$ cat config.mk
export PLATFORM = sky130hd
export DESIGN_NAME = set_scan_engine
export DESIGN_NICKNAME = d
export VERILOG_FILES = /design/src/rtl/set_scan_pkg.sv /design/src/rtl/set_member_pipe.sv /design/src/rtl/set_scan_engine.sv
export SDC_FILE = /design/constraint.sdc
export NUM_CORES = 1
export LEC_CHECK = 0
export ABC_AREA = 0
export ABC_CLOCK_PERIOD_IN_PS = 5200
export CORE_MARGIN = 3
export CORE_UTILIZATION = 57
export DETAILED_ROUTE_END_ITERATION = 7
export PLACE_DENSITY = 0.87
export SETUP_SLACK_MARGIN = 0.3
export SLEW_MARGIN = 20
export SYNTH_ARGS = -nofsm -noshare
export SYNTH_HDL_FRONTEND = slang
export SYNTH_SLANG_ARGS = --single-unit
export TNS_END_PERCENT = 100
$ cat constraint.sdc
create_clock -name clk -period 5.2 [get_ports clk]
set_clock_uncertainty 0.2 [all_clocks]
set_input_delay 0.52 -clock clk [delete_from_list [all_inputs] [get_ports clk]]
set_output_delay 0.52 -clock clk [all_outputs]
set_load 0.01 [all_outputs]
$ cat src/rtl/set_scan_pkg.sv
// Shared types, mode encodings and the membership predicate for the
// lattice-point set-scan engine.
package set_scan_pkg;

    typedef enum logic [1:0] {
        IDLE  = 2'd0,
        SCAN  = 2'd1,
        DRAIN = 2'd2,
        DONE  = 2'd3
    } state_t;

    localparam logic [2:0] MODE_A      = 3'd0;
    localparam logic [2:0] MODE_AND_AB = 3'd1;
    localparam logic [2:0] MODE_XOR_AB = 3'd2;
    localparam logic [2:0] MODE_TWO    = 3'd3;
    localparam logic [2:0] MODE_ANY    = 3'd4;
    localparam logic [2:0] MODE_ALL    = 3'd5;
    localparam logic [2:0] MODE_ONE    = 3'd6;
    localparam logic [2:0] MODE_NONE   = 3'd7;

    function automatic logic predicate(input logic [2:0] mode,
                                       input logic       m_a,
                                       input logic       m_b,
                                       input logic       m_c);
        logic [1:0] hits;
        logic       sel;
        hits = {1'b0, m_a} + {1'b0, m_b} + {1'b0, m_c};
        case (mode)
            MODE_A:      sel = m_a;
            MODE_AND_AB: sel = m_a & m_b;
            MODE_XOR_AB: sel = m_a ^ m_b;
            MODE_TWO:    sel = (hits == 2'd2);
            MODE_ANY:    sel = (hits != 2'd0);
            MODE_ALL:    sel = (hits == 2'd3);
            MODE_ONE:    sel = (hits == 2'd1);
            default:     sel = (hits == 2'd0);
        endcase
        return sel;
    endfunction

endpackage

$ cat src/rtl/set_member_pipe.sv
// One circle's membership pipeline: S1 registers signed offsets, S2 registers
// whether the point lies within the radius.
module set_member_pipe #(
    parameter int COORD_W = 4
) (
    input  logic               clk,
    input  logic               rst,
    input  logic [COORD_W-1:0] x,
    input  logic [COORD_W-1:0] y,
    input  logic [COORD_W-1:0] xc,
    input  logic [COORD_W-1:0] yc,
    input  logic [COORD_W-1:0] r,
    output logic               member
);

    localparam int DW = COORD_W + 1;
    localparam int SW = 2 * COORD_W + 3;

    logic signed [DW-1:0] dx_d, dx_q, dy_d, dy_q;
    logic signed [SW-1:0] dx_ext, dy_ext;
    logic        [SW-1:0] dist_sq, r_ext, r_sq;
    logic                 m_d, m_q;

    always_comb begin
        dx_d = $signed({1'b0, x}) - $signed({1'b0, xc});
        dy_d = $signed({1'b0, y}) - $signed({1'b0, yc});
    end

    // Sum of squares kept at full width so large radii never alias.
    always_comb begin
        dx_ext  = {{(SW-DW){dx_q[DW-1]}}, dx_q};
        dy_ext  = {{(SW-DW){dy_q[DW-1]}}, dy_q};
        dist_sq = dx_ext * dx_ext + dy_ext * dy_ext;
        r_ext   = {{(SW-COORD_W){1'b0}}, r};
        r_sq    = r_ext * r_ext;
        m_d     = (dist_sq <= r_sq);
    end

    always_ff @(posedge clk) begin
        if (rst) begin
            dx_q <= '0;
            dy_q <= '0;
            m_q  <= 1'b0;
        end else begin
            dx_q <= dx_d;
            dy_q <= dy_d;
            m_q  <= m_d;
        end
    end

    assign member = m_q;

endmodule

$ cat src/rtl/set_scan_engine.sv
// Scans a GRID x GRID lattice one point per clock and counts the points that
// satisfy the selected Boolean combination of three circle memberships.
module set_scan_engine
    import set_scan_pkg::*;
#(
    parameter int GRID    = 8,
    parameter int COORD_W = 4,
    parameter int CNT_W   = 8
) (
    input  logic                 clk,
    input  logic                 rst,
    input  logic                 en,
    input  logic [6*COORD_W-1:0] central,
    input  logic [3*COORD_W-1:0] radius,
    input  logic [2:0]           mode,
    output logic                 busy,
    output logic                 valid,
    output logic [CNT_W-1:0]     candidate
);

    localparam logic [COORD_W-1:0] GRID_C = COORD_W'(GRID);
    localparam logic [COORD_W-1:0] ONE_C  = COORD_W'(1);

    state_t               state_d, state_q;
    logic [COORD_W-1:0]   x_d, x_q, y_d, y_q;
    logic                 drain_d, drain_q;
    logic [6*COORD_W-1:0] cen_d, cen_q;
    logic [3*COORD_W-1:0] rad_d, rad_q;
    logic [2:0]           mode_d, mode_q;
    logic                 v1_d, v1_q, v2_d, v2_q;
    logic [CNT_W-1:0]     acc_d, acc_q, cand_d, cand_q;
    logic                 m_a, m_b, m_c;

    set_member_pipe #(.COORD_W(COORD_W)) u_pipe_a (
        .clk(clk), .rst(rst), .x(x_q), .y(y_q),
        .xc(cen_q[6*COORD_W-1 -: COORD_W]), .yc(cen_q[5*COORD_W-1 -: COORD_W]),
        .r(rad_q[3*COORD_W-1 -: COORD_W]), .member(m_a)
    );

    set_member_pipe #(.COORD_W(COORD_W)) u_pipe_b (
        .clk(clk), .rst(rst), .x(x_q), .y(y_q),
        .xc(cen_q[4*COORD_W-1 -: COORD_W]), .yc(cen_q[3*COORD_W-1 -: COORD_W]),
        .r(rad_q[2*COORD_W-1 -: COORD_W]), .member(m_b)
    );

    set_member_pipe #(.COORD_W(COORD_W)) u_pipe_c (
        .clk(clk), .rst(rst), .x(x_q), .y(y_q),
        .xc(cen_q[2*COORD_W-1 -: COORD_W]), .yc(cen_q[COORD_W-1 -: COORD_W]),
        .r(rad_q[COORD_W-1 -: COORD_W]), .member(m_c)
    );

    always_comb begin
        state_d = state_q;
        x_d     = x_q;
        y_d     = y_q;
        drain_d = drain_q;
        cen_d   = cen_q;
        rad_d   = rad_q;
        mode_d  = mode_q;
        v1_d    = (state_q == SCAN);
        v2_d    = v1_q;
        acc_d   = acc_q;
        cand_d  = cand_q;

        if (v2_q && predicate(mode_q, m_a, m_b, m_c)) begin
            acc_d = acc_q + CNT_W'(1);
        end

        case (state_q)
            IDLE: begin
                if (en) begin
                    state_d = SCAN;
                    cen_d   = central;
                    rad_d   = radius;
                    mode_d  = mode;
                    acc_d   = '0;
                    x_d     = ONE_C;
                    y_d     = ONE_C;
                end
            end
            SCAN: begin
                if (x_q == GRID_C) begin
                    x_d = ONE_C;
                    if (y_q == GRID_C) begin
                        y_d     = ONE_C;
                        state_d = DRAIN;
                        drain_d = 1'b0;
                    end else begin
                        y_d = y_q + ONE_C;
                    end
                end else begin
                    x_d = x_q + ONE_C;
                end
            end
            DRAIN: begin
                // The last point's increment lands on this same edge, so latch acc_d.
                drain_d = 1'b1;
                if (drain_q) begin
                    state_d = DONE;
                    cand_d  = acc_d;
                end
            end
            default: state_d = IDLE;
        endcase
    end

    always_ff @(posedge clk) begin
        if (rst) begin
            state_q <= IDLE;
            x_q     <= ONE_C;
            y_q     <= ONE_C;
            drain_q <= 1'b0;
            cen_q   <= '0;
            rad_q   <= '0;
            mode_q  <= '0;
            v1_q    <= 1'b0;
            v2_q    <= 1'b0;
            acc_q   <= '0;
            cand_q  <= '0;
        end else begin
            state_q <= state_d;
            x_q     <= x_d;
            y_q     <= y_d;
            drain_q <= drain_d;
            cen_q   <= cen_d;
            rad_q   <= rad_d;
            mode_q  <= mode_d;
            v1_q    <= v1_d;
            v2_q    <= v2_d;
            acc_q   <= acc_d;
            cand_q  <= cand_d;
        end
    end

    assign busy      = (state_q != IDLE);
    assign valid     = (state_q == DONE);
    assign candidate = cand_q;

endmodule

## Word-level counts from Yosys, hierarchy flattened

Index checks and enable logic that the tools add are counted.

- Add/sub/neg operators: 14
- Multiply operators: 9
- Div/mod/pow operators: 0
- Magnitude comparators: 3
- Equality and inequality tests: 18
- Shift operators: 0
- Muxes and demuxes: 18
- Bitwise operators: 2
- Reduce and logical (&&, ||, !) cells: 14

Operators with widths:

| cell | number |
|---|---|
| multiplier 5 x 5 -> 10 bit | 6 |
| adder 11 bit | 3 |
| <= comparator 11 x 8 -> 1 bit | 3 |
| subtractor 4 x 4 -> 5 bit | 6 |
| multiplier 4 x 4 -> 8 bit | 3 |
| two-way mux 8 bit | 3 |
| two-way mux 4 bit | 4 |
| one-hot mux 4 bit (2 select lines) | 2 |
| == test 3 bit, second input constant | 3 |
| adder 4 x 1 -> 4 bit, second input constant | 2 |
| adder 8 x 1 -> 8 bit, second input constant | 1 |
| == test 2 bit, second input constant | 4 |
| == test 4 bit, second input constant | 2 |
| two-way mux 2 bit | 4 |
| nonzero test 2 bit | 4 |
| one-hot mux 1 bit (7 select lines) | 1 |
| == test 3 x 2 -> 1 bit, second input constant | 2 |
| one-hot mux 2 bit (3 select lines) | 1 |
| AND reduction 2 bit | 3 |
| AND reduction 3 bit | 2 |
| == test 2 x 1 -> 1 bit, second input constant | 2 |
| logical NOT 2 bit | 2 |
| inequality test 2 x 1 -> 1 bit, second input constant | 2 |
| inequality test 2 bit, second input constant | 2 |
| 10 further kinds | 11 |

- Flip-flop bits (word level): 101
- Latch bits: 0
- RAM bits: 0
- ROM bits: 0
- Output and inout port bits: 10
- Memories: 0

## Logic depth before layout (Yosys ltp)

Gate-level depths: netlist of the first run.

- Depth after elaboration: 8
- Gate-level depth with buffers: 22

## Cells and area by module

From an unflattened synthesis of the first run, not the netlist that was laid out.

- Cell total of the unflattened synthesis: 1,247
- Area total of the unflattened synthesis: 11,081.9 um2

Modules (own cells, without submodules):

| module | instances | cells an instance | area an instance (um2) | sequential area each (um2) |
|---|---|---|---|---|
| set_scan_engine | 1 | 332 | 2,811.4 | 1,361.3 |
| set_member_pipe at u_pipe_c | 1 | 306 | 2,767.7 | 220.2 |
| set_member_pipe at u_pipe_b | 1 | 305 | 2,760.1 | 220.2 |
| set_member_pipe at u_pipe_a | 1 | 304 | 2,742.6 | 220.2 |

## Worst setup path before layout of the first run

No wires, ideal clock.

- Path type: reg-to-reg
- Start point: register u_pipe_a.dy_q[4]
- End point: register u_pipe_a.m_q (netlist: u_pipe_a.member)
- Library setup time: 0.103 ns
- Arrival time: 4.661 ns
- Slack: 0.236 ns
- Stages on the path, launching flop included: 20
- Buffers on the path: 0
- Period minus slack after synthesis: 4.964 ns
- Path through: dfxtp_1 -> and2_1 -> inv_1 -> fa_1 -> fa_1 -> inv_1 -> fa_1 -> ha_1 -> a21o_1 -> a21oi_1 -> xnor2_1 -> ha_1 -> and3_1 -> a221o_1 -> nor2_1 -> xnor2_1 -> ha_1 -> nor2_1 -> a21oi_1 -> a2111oi_2

- Word-level cells in the longest chain between the ends: 3

RTL lines:

| element | line | text |
|---|---|---|
| from (decl) | set_member_pipe.sv:19 | `logic signed [DW-1:0] dx_d, dx_q, dy_d, dy_q;` |
| from (signal assigned) | set_member_pipe.sv:46 | `dy_q <= dy_d;` |
| multiplier 5 x 5 -> 10 bit | set_member_pipe.sv:33 | `dist_sq = dx_ext * dx_ext + dy_ext * dy_ext;` |
| adder 11 bit | set_member_pipe.sv:33 |  |
| <= comparator 11 x 8 -> 1 bit | set_member_pipe.sv:36 | `m_d = (dist_sq <= r_sq);` |
| to (signal assigned) | set_member_pipe.sv:47 | `m_q <= m_d;` |
| to (decl) | set_member_pipe.sv:22 | `logic m_d, m_q;` |

No other way between the ends.
A chain may end at the register's enable or synchronous reset.

## Worst setup path in the final report of the first run

- Start point: register u_pipe_c.dx_q[0]
- End point: register u_pipe_c.m_q (netlist: u_pipe_c.member)

- Word-level cells in the longest chain between the ends: 3

RTL lines:

| element | line | text |
|---|---|---|
| from (decl) | set_member_pipe.sv:19 |  |
| from (signal assigned) | set_member_pipe.sv:41 | `dx_q <= '0;` |
| from (signal assigned) | set_member_pipe.sv:45 | `dx_q <= dx_d;` |
| multiplier 5 x 5 -> 10 bit | set_member_pipe.sv:33 |  |
| adder 11 bit | set_member_pipe.sv:33 |  |
| <= comparator 11 x 8 -> 1 bit | set_member_pipe.sv:36 |  |
| to (signal assigned) | set_member_pipe.sv:47 |  |
| to (decl) | set_member_pipe.sv:22 |  |

No other way between the ends.

==> metrics.txt, run 1 <==
Min Hold Slack=between 0.2 and 0.25 ns; IO Pins=52; reg-to-reg slack, setup=0.16 ns; hpwl dp=17.2 mm; critical path type=reg -> reg; vias=8719; total CTS buffers=9; Post-route DRC=0; #FFs+latches synth=a little over 100; Power Dens Cells=just under 700 mW/mm^2; filler cell count=1267; NumNets Final=approximately 1600; Hold Crit Depth=1; final hold vios=0; proportion of layout cells with a drive suffix above 1=10.6%; CTS tree=done; H-tree depth=3; initial drt markers=464; remaining antenna violation count=0; outcome=finished clean; Post-synth EDFFs=0; Starting Density=58.6%; Area growth syn-to-layout=15.3%; Worst Path Max Fanout=3; max-cap violations=0; Synth Instances=1216; crit path launch type=register; GRT met2 Usage=44.3%; Root Buffer=clkbuf_16; gpl congestion=0.889; synthesized area per cell=8.71 sq um; maximum VDD drop=0.466 mV; grt total ovfl=0; Synthesis Warnings=0; worst relative slew slack=30.7%; largest net degree at the start of global routing=95; Leakage Power=5.71 nW; vias in the first global route=between 8000 and 9000; Worst Tran Pin Value=1.04 ns; Final Cell Area=0.0122 sq mm; GR Util met1=about 30%; first drt pass iteration count=5; IO buf count=between 50 and 60; Tot GR Track Use=24.7%; hold_sp=v1_q$_SDFF_PP0_; asr flop ratio synth=0%; fin crit share=between 90% and 100%; Core Area=0.0181 sq mm; initial antenna violation count=0; Final Critical Period=between 5 and 6 ns; wire length of the first global-routing pass=~40 mm; WHS Endpoint=v2_q$_SDFF_PP0_; die area=0.0203 sq mm; reg-to-reg startpoint=u_pipe_c.dx_q[0]$_SDFF_PP0_; gr busiest metal=met2; clock slew at reported path FFs=0.09 ns; Routed WL per cell=16.5 um; Total Wirelength=25.3 mm; RSZ-0062 raised after global routing=yes; critical path required time=5.28 ns; Setup TNS=0 ns; Data arrival, critical path=between 5 and 6 ns; Std-Cell Rows=49; Layout Utilization=67.6%; maximum clock path buffer count=2; ANT cells=0; cts hold-fix bufs=0; Die W=about 140 um; sequential element share of the synthesized area=19.1%; Worst R2R End=u_pipe_c.member$_SDFF_PP0_; Die Y=approximately 140 um; CP endpoint kind=register; worst skew pair latency=0.36 ns; cell area after placement=roughly 0.011 sq mm; clk sink count=101; Vias/cell=5.69; final setup fails=0; hold crit path type=reg -> reg; Netlist cell types=54; Slew Limit Fails=0; f_max=slightly below 200 MHz; Register-to-Register Path Depth=21; Main synth FF type=dfxtp_1; Post-Syn Area=0.0106 sq mm; met3 Track Usage GR=2.65%
cell families (layout without fill, tap and decap cells):
group | Yosys count | in the layout | synth area share (%)
buf+inv | 182 | 266 | 6.45
fa+ha+maj | 257 | 257 | 36.7
flops | 101 | 101 | 19.1
simple gates | 366 | 366 | 16.5
compound gates | 203 | 203 | 12.2
other cells | 1 | 4 | 0.0354
mux | 11 | 11 | 1.16
xor+xnor | 95 | 95 | 7.85
cells in the mapped netlist (3+ instances only):
cell      number  area, sq um
o211ai_1       3         22.5
ha_1         167         2090
nor2b_1       29          181
a21o_1        23          173
nand3_1        6         30.0
inv_1        159          597
or4_1          3         22.5
a31o_2         3         26.3
mux2i_1       10          100
a21oi_1      107          536
o31ai_1        7         52.6
dfxtp_1      101         2020
o21a_1         6         45.0
a31oi_1        3         18.8
a211oi_1       7         52.6
and2_1        44          275
and3_1        11         68.8
xor2_1        33          289
a311oi_1       5         43.8
or3_1          3         18.8
nand2_1      131          492
fa_1          90         1800
nor2_1        79          297
clkbuf_1      19         71.3
nand2b_1      24          150
o21ai_0       13         65.1
xnor2_1       62          543
buf_1          4         15.0
nand4_1        5         31.3
nor3_1        20          100
o21bai_1       9         67.6
cells in the final DEF (no fill, tap or decap), types with 8 or more instances in the layout:
cell type / instances
nor2b_1: 29
nand2_1: 129
o21bai_1: 9
and2_1: 40
nand2b_1: 24
o21ai_0: 11
a21oi_1: 101
ha_1: 162
mux2i_1: 10
dfxtp_2: 9
buf_4: 39
fa_1: 85
nor3_1: 19
and3_1: 11
xor2_1: 33
xnor2_1: 56
clkbuf_16: 9
dfxtp_4: 10
inv_1: 150
dfxtp_1: 82
inv_2: 8
a21o_1: 23
clkdlybuf4s50_1: 50
nor2_1: 72
layer usage:
layer,vias up,wire length [um],part of all wire (%)
li1,4183,-,-
met1,4178,10300,41
met2,278,12800,51
met3,80,1140,4.5
met4,0,1030,4.1
met5,-,0,0
per-stage QoR:
| step | cells | setup slack [ns] | power, mW |
|---|---|---|---|
| 2_1_floorplan | 1219 | 0.304 | 5.32 |
| 3_3_place_gp | 1483 | 0.174 | 6.10 |
| 3_5_place_dp | 1483 | -0.144 | 6.38 |
| 4_1_cts | 1526 | 0.176 | 7.53 |
| 5_1_grt | 1532 | -0.0955 | 9.15 |
| 6_report | 1532 | 0.156 | 8.36 |
flip-flops by register name (all words and copies together), names as in the netlist, 2 cells and up:
signal	cells
rad_q	12
y_q	4
u_pipe_c.dy_q	5
u_pipe_b.dx_q	5
u_pipe_b.dy_q	5
u_pipe_a.dx_q	5
u_pipe_a.dy_q	5
acc_q	8
state_q	2
u_pipe_c.dx_q	5
candidate	8
mode_q	3
x_q	4
cen_q	24
worst max-delay path by stage:
stage	start	endpoint	cells after the start
floorplan	u_pipe_a.dy_q[0]$_SDFF_PP0_	u_pipe_a.member$_SDFF_PP0_	19
finish	u_pipe_c.dx_q[0]$_SDFF_PP0_	u_pipe_c.member$_SDFF_PP0_	21
CTS	u_pipe_a.dy_q[4]$_SDFF_PP0_	u_pipe_a.member$_SDFF_PP0_	19
global route	u_pipe_b.dy_q[4]$_SDFF_PP0_	u_pipe_b.member$_SDFF_PP0_	19
global placement	u_pipe_c.dx_q[0]$_SDFF_PP0_	u_pipe_c.member$_SDFF_PP0_	20
detailed placement	u_pipe_b.dy_q[4]$_SDFF_PP0_	u_pipe_b.member$_SDFF_PP0_	22
cell type report:
type                            count  area (sq um)  area share (%)
Clock buffer                        9           225            1.84
Multi-Input combinational cell    936          8120            66.4
Inverter                          159           599            4.90
Sequential cell                   101          2070            16.9
Tap cell                          229           287            2.34
Timing Repair Buffer               91           816            6.67
Clock inverter                      7           104           0.850
worst max-delay path, stage by stage (launching register included):
cell	delay, ns
dfxtp_4	0.35
buf_4	0.14
nor2_4	0.09
xnor2_1	0.08
ha_1	0.29
inv_1	0.06
fa_1	0.53
inv_1	0.05
fa_1	0.46
buf_4	0.16
fa_2	0.40
xor2_1	0.24
ha_1	0.30
and3_1	0.17
a221o_1	0.33
nor2_2	0.11
xnor2_1	0.08
ha_1	0.29
nand4b_1	0.10
o22ai_1	0.14
o21ba_4	0.18
nor4_4	0.20
what timing repair did:
item / CTS / global route
gates resized for setup: 52 / 31
setup endpoints to repair: 3 / 3
pin swaps: 47 / 32
setup buffers: 27 / 6
gates cloned: 0 / 0
power by group:
part	internal [mW]	switching [mW]
clock network	0.358	0.381
logic	3.09	3.35
registers	0.963	0.212
Power figures use the tool's default switching activity.
==> inputs of run 2 (changes only) <==
CORE_MARGIN = default   (was 3)
==> metrics.txt, run 2 (synthesized netlist as in run 1, its figures left out) <==
outcome=finished, violations left; violated checks=design-rule violations; Min Hold Slack=0.252 ns (+0.00246 ns); proportion of layout cells with a drive suffix above 1=9.71% (-0.88 points); crit path launch type=register; Place WS=-0.0923 ns (+0.0516 ns); remaining antenna violation count=0 (unchanged); DP Cell Count=1483 (unchanged); IO buf count=51 (unchanged); Root Buffer=clkbuf_16; Power Dens Cells=655 mW/mm^2 (-4.3%); final setup margin=0.135 ns (-0.0211 ns); Post-route DRC=2 (+2); CP endpoint kind=register; Tot GR Track Use=25.2% (+0.52 points); worst relative slew slack=31.2% (+0.51 points); Total Wirelength=23.7 mm (-6.5%); commonest cells after routing, fill and taps aside=165 x ha_1, 152 x inv_1, 128 x nand2_1; commonest non-fill, non-tap cell in the layout=ha_1; Die W=138 um (-2.8%); Largest Register=cen_q; largest net degree at the start of global routing=95 (unchanged); f_max=197 MHz (-0.42%); Leakage Power=5.66 nW (-0.99%); wire length of the first global-routing pass=39.5 mm (-3.7%); grt total ovfl=0 (unchanged); RSZ-0062 raised after global routing=yes; Std-Cell Rows=49 (unchanged); maximum VDD drop=0.413 mV (-11%); NumNets Final=1591 (-0.38%); hpwl dp=17.6 mm (+2.2%); clk sink count=101 (unchanged); clock slew at reported path FFs=0.09 ns (about the same); Routed WL per cell=15.5 um (-6.1%); final non-filler cell total=1526 (-0.39%); Layout Utilization=66.9% (-0.63 points); IO Pins=52 (unchanged); sequential cell area=0.00208 sq mm (+0.48%); Worst Tran Pin Value=1.03 ns (-0.00768 ns); Tot Pwr=7.93 mW (-5.2%); Core Area=0.0181 sq mm (unchanged); H-tree depth=3 (unchanged); top flop regs=cen_q x24, rad_q x12; gpl congestion=0.886 (-0.30%); ANT cells=0 (unchanged); max FFs per register=24 (unchanged); maximum clock path buffer count=2 (unchanged); worst skew pair latency=0.36 ns (about the same); multi-input logic area=0.00805 sq mm (-0.89%); Data arrival, critical path=5.12 ns (about the same); filler cell count=1286 (+1.5%); initial antenna violation count=0 (unchanged); critical path required time=5.26 ns (-0.02 ns); Worst Path Max Fanout=8 (+5); Final Critical Period=5.07 ns (+0.0211 ns); Setup TNS=0 ns (unchanged); Final Cell Area=0.0121 sq mm (-0.93%); fin crit share=97.4% (+0.41 points); vias=8478 (-2.8%); CTS tree=done; Vias/cell=5.56 (-2.4%); cell area after placement=0.0114 sq mm (unchanged); initial drt markers=362 (-22%); Slew Limit Fails=0 (unchanged); hold crit path type=reg -> reg; max-cap violations=0 (unchanged); Area growth syn-to-layout=14.3%; final setup fails=0 (unchanged); final hold vios=0 (unchanged); critical path type=reg -> reg; vias in the first global route=8841 (-0.79%); die area=0.0191 sq mm (-5.5%); first drt pass iteration count=7 (+2); total CTS buffers=9 (unchanged); Die Y=138 um (-2.8%); Starting Density=58.6% (unchanged)
==> run 2: layout make-up <==
cell class | count | area share, %
Clock inverter | 7 | 0.796
Clock buffer | 9 | 1.86
Multi-Input combinational cell | 936 | 66.5
Timing Repair Buffer | 85 | 6.40
Sequential cell | 101 | 17.2
Inverter | 159 | 4.93
Tap cell | 229 | 2.37
==> run 2: repair_timing <==
item	in CTS	in global routing
setup endpoints to repair	3	3
pin swaps	47	22
hold buffers	0	0
resized for setup	55	24
setup buffers	27	0
hold endpoints to repair	0	0
==> run 2: worst paths after layout <==
check / start / to / slack, ns / depth (start not counted)
worst max-delay path: u_pipe_a.dx_q[0]$_SDFF_PP0_ / u_pipe_a.member$_SDFF_PP0_ / 0.13 / 19
worst min-delay path: v1_q$_SDFF_PP0_ / v2_q$_SDFF_PP0_ / 0.25 / 1
worst max register to register: u_pipe_a.dx_q[0]$_SDFF_PP0_ / u_pipe_a.member$_SDFF_PP0_ / 0.13 / 19
worst min register to register: v1_q$_SDFF_PP0_ / v2_q$_SDFF_PP0_ / 0.25 / 1
==> run 2: power by group <==
| group | leakage (nW) | internal (mW) | switching, mW |
|---|---|---|---|
| sequential | 0.838 | 0.969 | 0.218 |
| combinational | 4.66 | 2.84 | 3.19 |
| clock | 0.155 | 0.350 | 0.364 |
==> run 2: per-layer routing <==
layer	track usage [%]	part of all wire (%)	routed length, um
met4	11.0	3.8	899
met1	29.7	42	10000
met2	45.8	50	11800
met3	3.33	4.0	953
met5	0	0	0
==> run 2: critical path, stage by stage, from the launching register on <==
cell and delay, ns:
dfxtp_4 0.40, and2_4 0.17, inv_2 0.04, fa_1 0.45, fa_1 0.52, inv_1 0.05, fa_1 0.49, ha_1 0.29
a21o_1 0.16, a21oi_2 0.15, xnor2_1 0.14, ha_1 0.31, buf_6 0.15, a221o_1 0.36, nor2_1 0.14, xnor2_1 0.16
ha_2 0.32, nor2_1 0.09, a21oi_1 0.05, a2111oi_2 0.30
==> inputs of run 3 (changes only) <==
SLEW_MARGIN = default   (was 20)
==> results of run 3 <==
No change in the layout: final DEF, timing and power equal those of run 2.
==> RTL edit 1, RTL diff (settings of run 2) <==
`COORD_W` is set to 4 in 2 places; all go to 5.
--- a/src/rtl/set_member_pipe.sv
+++ b/src/rtl/set_member_pipe.sv
@@ -1,7 +1,7 @@
 // One circle's membership pipeline: S1 registers signed offsets, S2 registers
 // whether the point lies within the radius.
 module set_member_pipe #(
-    parameter int COORD_W = 4
+    parameter int COORD_W = 5
 ) (
     input  logic               clk,
     input  logic               rst,
--- a/src/rtl/set_scan_engine.sv
+++ b/src/rtl/set_scan_engine.sv
@@ -4,7 +4,7 @@
     import set_scan_pkg::*;
 #(
     parameter int GRID    = 8,
-    parameter int COORD_W = 4,
+    parameter int COORD_W = 5,
     parameter int CNT_W   = 8
 ) (
     input  logic                 clk,
Ports: changed (resized central and radius); port bits go from 52 to 61. The function was not compared with the original's and may differ.
==> RTL edit 1 against run 2 <==
  * Synthesized area rose by 35%
  * Non-clock buffer count rose by 95
  * Largest cell class unchanged
  * Routed wire length rose by 48%
  * Sequential cell count rose by 17
  * Core utilization rose by 3.9 points
  * Via count rose by 43%
  * Critical path type unchanged
  * Die area rose by 34%
  * Setup slack got worse by 0.56 ns
  * Synthesized cell count rose by 37%
  * The run ends with negative setup slack left
  * Final area rose by 43%
Power is not shown: default switching activity piles up to over one toggle a cycle in this logic, so the estimate is an artifact.
==> RTL edit 1: results (changes against run 2) <==
## Status
• outcome: finished, violations left
• violations in the final reports: negative setup slack

## GRT
• initial antenna violation count: 0, unchanged
• pin count of the biggest net entering global routing: 80, -16%
• Tot GR Track Use: 28.2%, +3.0 points
• first-pass GRT wire length: 58,900 um, +49%
• vias in the first global route: 13,000, +47%

## Place
• Port Buffers: 60, +18%
• pre-CTS WS: -0.332 ns, -0.240 ns
• routability congestion estimate from global placement: 0.896, +1.1%
• DP HPWL: 26,000 um, +48%

## Clocking
• clock root buffer: clkbuf_16
• clock slew at the register clock pins of the worst setup and hold paths: 0.06 ns, -0.03 ns
• worst-case clock buffer depth: 2, unchanged
• Clock Latency Late Sink: 0.44 ns, +0.08 ns
• total CTS buffers: 17, +8
• maximum level of the CTS H-tree: 4, +1

## Routing
• DRT iter0 DRCs: 641, +77%
• number of search-and-repair iterations in the first detailed-routing pass: 5, -2
• per-cell via count in the routed design: 5.56, +0.12%
• drt total wl: 35,000 um, +48%

## Logic synthesis
• largest cells by area after synthesis: ha_1, fa_1, dfxtp_1
• commonest register cell after synthesis: dfxtp_1
• total nets after synthesis: 2,097
• number of unique standard cell types used by synthesis: 59, +9.3%
• Async S/R FF share, synth: 0%, unchanged
• warnings from Yosys: 0, unchanged
• sequential element share of the synthesized area: 16.5%, -2.5 points
• commonest cells in the synthesized netlist: inv_1, ha_1, nand2_1

## STA
• PnR worst setup slack: -0.424 ns, -0.559 ns
• slew at the pin closest to its max-slew limit: 0.973 ns, -0.0591 ns
• Setup-failing EPs final: 3, +3

## Hold path
• classification of the worst-slack hold path: flip-flop to flip-flop

## Setup path
• Max FO, Critical Path: 4, -4
• Worst setup startpoint: u_pipe_a.dx_q[3]
• delay of the slowest cell on the worst path: 0.56 ns, +0.04 ns
• Critical Path Sink: u_pipe_a.member
• arrival time worst endpoint: 5.80 ns, +0.68 ns
• crit path max-delay cell type: fa_2
• R2R depth: 22, +3

## Cells and area
• NumNets Final: 2,266, +42%
• largest registers: cen_q x30, rad_q x15
• fill count: 1,605, +25%
• final core utilization: 70.8%, +3.9 points
• proportion of layout cells with a drive suffix above 1: 16.4%, +6.7 points
• total inserted antenna cells: 0, unchanged

## Job
• Max-cap violations: 0, unchanged

==> RTL edit 1: cell types whose count changed after synthesis, moves of 11 or more <==
cell	delta
ha_1	+73
xor2_1	+17
xnor2_1	+17
nand2_1	+64
nor2_1	+26
a21o_1	+12
a21oi_1	+11
inv_1	+130
fa_1	+49
a211oi_1	+11
dfxtp_1	+17
nor3_1	-11
o21ai_0	+13
==> RTL edit 1: how the worst min path moves through the flow <==
stage	start	endpoint	cells past startpoint
after global placement	cen_q[28]	cen_q[28]	2
after floorplan	v1_q	v2_q	1
final	cen_q[27]	cen_q[27]	2
after detailed placement	cen_q[27]	cen_q[27]	2
after CTS	cen_q[27]	cen_q[27]	2
after global routing	cen_q[27]	cen_q[27]	2
==> RTL edit 1: critical path: cells and delay by family (launching register included) <==
family	cells	cell delay, ns
adders and majority gates	7	2.95
and+or+nand+nor	3	0.47
buffers and inverters	5	0.43
xor gates and xnor gates	2	0.26
AOI/OAI and AO/OA	5	0.88
DFF	1	0.38
==> RTL edit 1: repair_timing <==
item / in CTS / in global routing
pin swaps: 26 / 24
endpoints found under the hold margin: 0 / 0
resized for setup: 21 / 21
hold buffers: 0 / 0
setup endpoints to repair: 3 / 3
buffers inserted: 5 / 5
==> RTL edit 1: through the flow <==
step | setup TNS (ns) | std cells | hold WS, ns | area (sq um)
2_1_floorplan | -0.0212 | 1667 | 0.214 | 14700
3_3_place_gp | -0.322 | 2131 | 0.243 | 16500
3_5_place_dp | -0.849 | 2131 | 0.251 | 16500
4_1_cts | -0.602 | 2168 | 0.260 | 17200
5_1_grt | -1.65 | 2173 | 0.281 | 17300
6_report | -0.926 | 2173 | 0.261 | 17300
==> RTL edit 1: area by class of cell <==
class                   instances  area [sq um]  share of cell area, %
multi-input cells            1230         11300                   65.3
clock buffers                  17           425                   2.46
inverters                     289          1100                   6.36
well taps                     324           405                   2.34
clock inverters                15           150                  0.867
flip-flops and latches        118          2430                   14.0
repair buffers                180          1500                   8.68
==> RTL edit 1: logic make-up (layout without fill, tap and decap cells) <==
| family | Yosys count | count (layout) | synth area share, % |
|---|---|---|---|
| flip-flops | 118 | 118 | 16.5 |
| AND/OR/NAND/NOR | 455 | 455 | 14.6 |
| adder cells (fa/ha/maj) | 379 | 379 | 40.5 |
| buffers and inverters | 319 | 501 | 8.42 |
| AO/OA/AOI/OAI | 262 | 262 | 11.5 |
| multiplexers | 5 | 5 | 0.473 |
| XOR/XNOR | 129 | 129 | 7.91 |
==> RTL edit 1: metal layers <==
layer / share of wire (%) / global-route usage (%) / wire, um / up-vias
met5: 0 / 0 / 0 / -
met4: 4.0 / 11.0 / 1410 / 0
met3: 4.1 / 4.39 / 1440 / 139
met2: 50 / 50.9 / 17500 / 363
met1: 42 / 33.4 / 14600 / 5847
li1: - / - / - / 5738
==> RTL edit 2, RTL diff (config.mk and constraints of run 2) <==
Made on the original files. Add an input register stage for `en`, `central`, `radius` and `mode`; this delays them by one clock.
--- a/src/rtl/set_scan_engine.sv
+++ b/src/rtl/set_scan_engine.sv
@@ -20,6 +20,18 @@
 
     localparam logic [COORD_W-1:0] GRID_C = COORD_W'(GRID);
     localparam logic [COORD_W-1:0] ONE_C  = COORD_W'(1);
+
+    logic en_q;
+    logic [6*COORD_W-1:0] central_q;
+    logic [3*COORD_W-1:0] radius_q;
+    logic [2:0] mode_r;
+
+    always_ff @(posedge clk) begin
+        en_q      <= en;
+        central_q <= central;
+        radius_q  <= radius;
+        mode_r    <= mode;
+    end
 
     state_t               state_d, state_q;
     logic [COORD_W-1:0]   x_d, x_q, y_d, y_q;
@@ -68,11 +80,11 @@
 
         case (state_q)
             IDLE: begin
-                if (en) begin
+                if (en_q) begin
                     state_d = SCAN;
-                    cen_d   = central;
-                    rad_d   = radius;
-                    mode_d  = mode;
+                    cen_d   = central_q;
+                    rad_d   = radius_q;
+                    mode_d  = mode_r;
                     acc_d   = '0;
                     x_d     = ONE_C;
                     y_d     = ONE_C;
Formal check against the unedited RTL: not equivalent (a bounded check fails within 4 cycles, from zero or initial values and one cycle with rst high).
==> RTL edit 2 against run 2 <==
  * Die area up 6.9%
  * Sequential cell count rose by 40
  * Routed wire length up 3.0%
  * Clock power grew 58%
  * Sequential power grew 26%
  * Power up 4.3%
  * Setup slack improved by 0.068 ns
  * Critical path type unchanged
  * Highest routed layer unchanged
  * Final area grew 7.1%
  * Synthesized cell count rose by 3.0%
  * Combinational power decreased by 6.6%
  * Synthesized area increased by 7.0%
==> RTL edit 2: results (changes against run 2) <==
## Routing
• number of search-and-repair iterations in the first detailed-routing pass: 6, -1
• metal2 WL: 12,300 um, +3.8%
• amount of wire on met3 after detailed routing: 927 um, -2.7%
• DRT iter0 DRCs: 491, +36%
• wire length on met1: 10,600 um, +6.4%
• per-cell via count in the routed design: 5.47, -1.5%
• number of DRC violations after detailed routing: 0, -2
• wire length per cell: 15.2 um, -2.3%

## Logic synthesis
• Synth Area in XOR/XNOR: 7.26%, -0.59 points
• complex-gate fraction of the synthesized area: 12.1%, -0.11 points
• commonest cells in the synthesized netlist: ha_1, inv_1, dfxtp_1
• warnings from Yosys: 0, unchanged
• multiplexer area fraction after synthesis: 0.817%, -0.34 points
• Async S/R FF share, synth: 0%, unchanged
• sequential element share of the synthesized area: 24.9%, +5.8 points
• number of unique standard cell types used by synthesis: 61, +13%
• largest cells by area after synthesis: dfxtp_1, ha_1, fa_1
• post-synthesis share of cell area spent on full adders, half adders and majority gates: 34.0%, -2.8 points

## Cells and area
• NumNets Final: 1,627, +2.3%
• fill count: 1,398, +8.7%
• largest registers: cen_q x24, central_q x24
• total inserted antenna cells: 0, unchanged
• proportion of layout cells with a drive suffix above 1: 8.27%, -1.4 points

## Setup path
• Worst setup startpoint: u_pipe_c.dx_q[4]
• R2R depth: 19, unchanged
• Worst R2R End: u_pipe_c.member
• arrival time worst endpoint: 5.14 ns, +0.02 ns
• Max FO, Critical Path: 8, unchanged
• FF-to-FF setup slack: 0.20 ns, +0.07 ns

## Clocking
• clock root buffer: clkbuf_16
• clock slew at the register clock pins of the worst setup and hold paths: 0.06 ns, -0.03 ns
• maximum level of the CTS H-tree: 4, +1
• worst-case clock buffer depth: 2, unchanged
• Clock Latency Late Sink: 0.43 ns, +0.07 ns
• total CTS buffers: 17, +8

## GRT
• pin count of the biggest net entering global routing: 84, -12%
• Tot GR Track Use: 24.8%, -0.40 points
• first-pass GRT wire length: 40,500 um, +2.4%
• initial antenna violation count: 0, unchanged
• vias in the first global route: 8,927, +0.97%

## Hold path
• classification of the worst-slack hold path: flip-flop to flip-flop
• Hold Path Sink: cen_q[20]
• startpoint of the most critical hold path: central_q[20]
• hold path depth: 2, +1

## Place
• DP HPWL: 17,700 um, +0.28%
• Port Buffers: 51, unchanged
• routability congestion estimate from global placement: 0.874, -1.4%
• pre-CTS WS: -0.0737 ns, +0.0187 ns

## Pwr
• peak supply drop: 451 uV, +9.0%
• leakage power of the design: 5.96 nW, +5.4%

## Status
• outcome: finished, final reports clean

## STA
• final worst-path cycle share: 96.1%, -1.3 points
• worst hold margin: 0.236 ns, -0.0161 ns
• slew at the pin closest to its max-slew limit: 0.973 ns, -0.0592 ns

## RTL edit 2: what timing repair did
| action | 4_1_cts | 5_1_grt |
|---|---|---|
| hold endpoints to repair | 0 | 0 |
| pin swaps | 17 | 10 |
| endpoints found under the setup margin | 3 | 3 |
| resized for setup | 47 | 18 |
| hold buffers | 0 | 0 |
| setup buffers | 12 | 7 |
## RTL edit 2: worst max path at each step
| stage | end | cells past startpoint |
|---|---|---|
| after floorplan | u_pipe_c.member | 19 |
| after global placement | u_pipe_b.member | 17 |
| after detailed placement | u_pipe_c.member | 19 |
| after CTS | u_pipe_c.member | 18 |
| after global routing | u_pipe_c.member | 19 |
| final | u_pipe_c.member | 19 |
## RTL edit 2: layer usage
layer | global-route usage, % | vias up
met5 | 0 | -
met4 | 8.72 | 0
met3 | 4.12 | 50
met2 | 43.4 | 201
met1 | 30.8 | 4260
li1 | - | 4290
## RTL edit 2: area by class of cell
| class | instances | area, sq um | share of cell area [%] |
|---|---|---|---|
| inverters | 158 | 593 | 4.57 |
| multi-input cells | 937 | 7950 | 61.3 |
| clock buffers | 19 | 433 | 3.34 |
| repair buffers | 75 | 686 | 5.29 |
| flip-flops and latches | 141 | 2870 | 22.1 |
| well taps | 265 | 332 | 2.56 |
| clock inverters | 13 | 105 | 0.810 |
## RTL edit 2: per-stage QoR
stage / area (sq um) / cells / utilization [%] / TNS (ns) / power, mW
4_1_cts: 12900 / 1601 / 66.1 / 0 / 7.88
3_5_place_dp: 12100 / 1557 / 62.4 / -0.121 / 6.30
5_1_grt: 13000 / 1608 / 66.7 / 0 / 8.99
3_3_place_gp: 12100 / 1557 / 62.4 / 0 / 6.06
2_1_floorplan: 11300 / 1256 / - / 0 / 5.29
6_report: 13000 / 1608 / 66.7 / 0 / 8.27
## RTL edit 2: worst max-delay path, stage by stage (launching register included)
cell       delay (ns)
dfxtp_4          0.38
and2_4           0.16
inv_1            0.05
fa_1             0.49
fa_1             0.50
inv_1            0.05
fa_1             0.49
fa_2             0.43
xor2_1           0.18
ha_1             0.33
buf_4            0.16
nor2b_1          0.14
nor2_1           0.13
xnor2_1          0.15
ha_1             0.28
nand3_1          0.11
nor2_1           0.08
a2111oi_2        0.30
a41oi_1          0.09
a311oi_1         0.22
## RTL edit 2: power breakdown
| group | total (mW) | switching, mW | internal (mW) |
|---|---|---|---|
| Sequential | 1.50 | 0.223 | 1.28 |
| Combinational | 5.63 | 3.01 | 2.62 |
| Clock | 1.13 | 0.514 | 0.621 |
| Total | 8.27 | 3.75 | 4.52 |
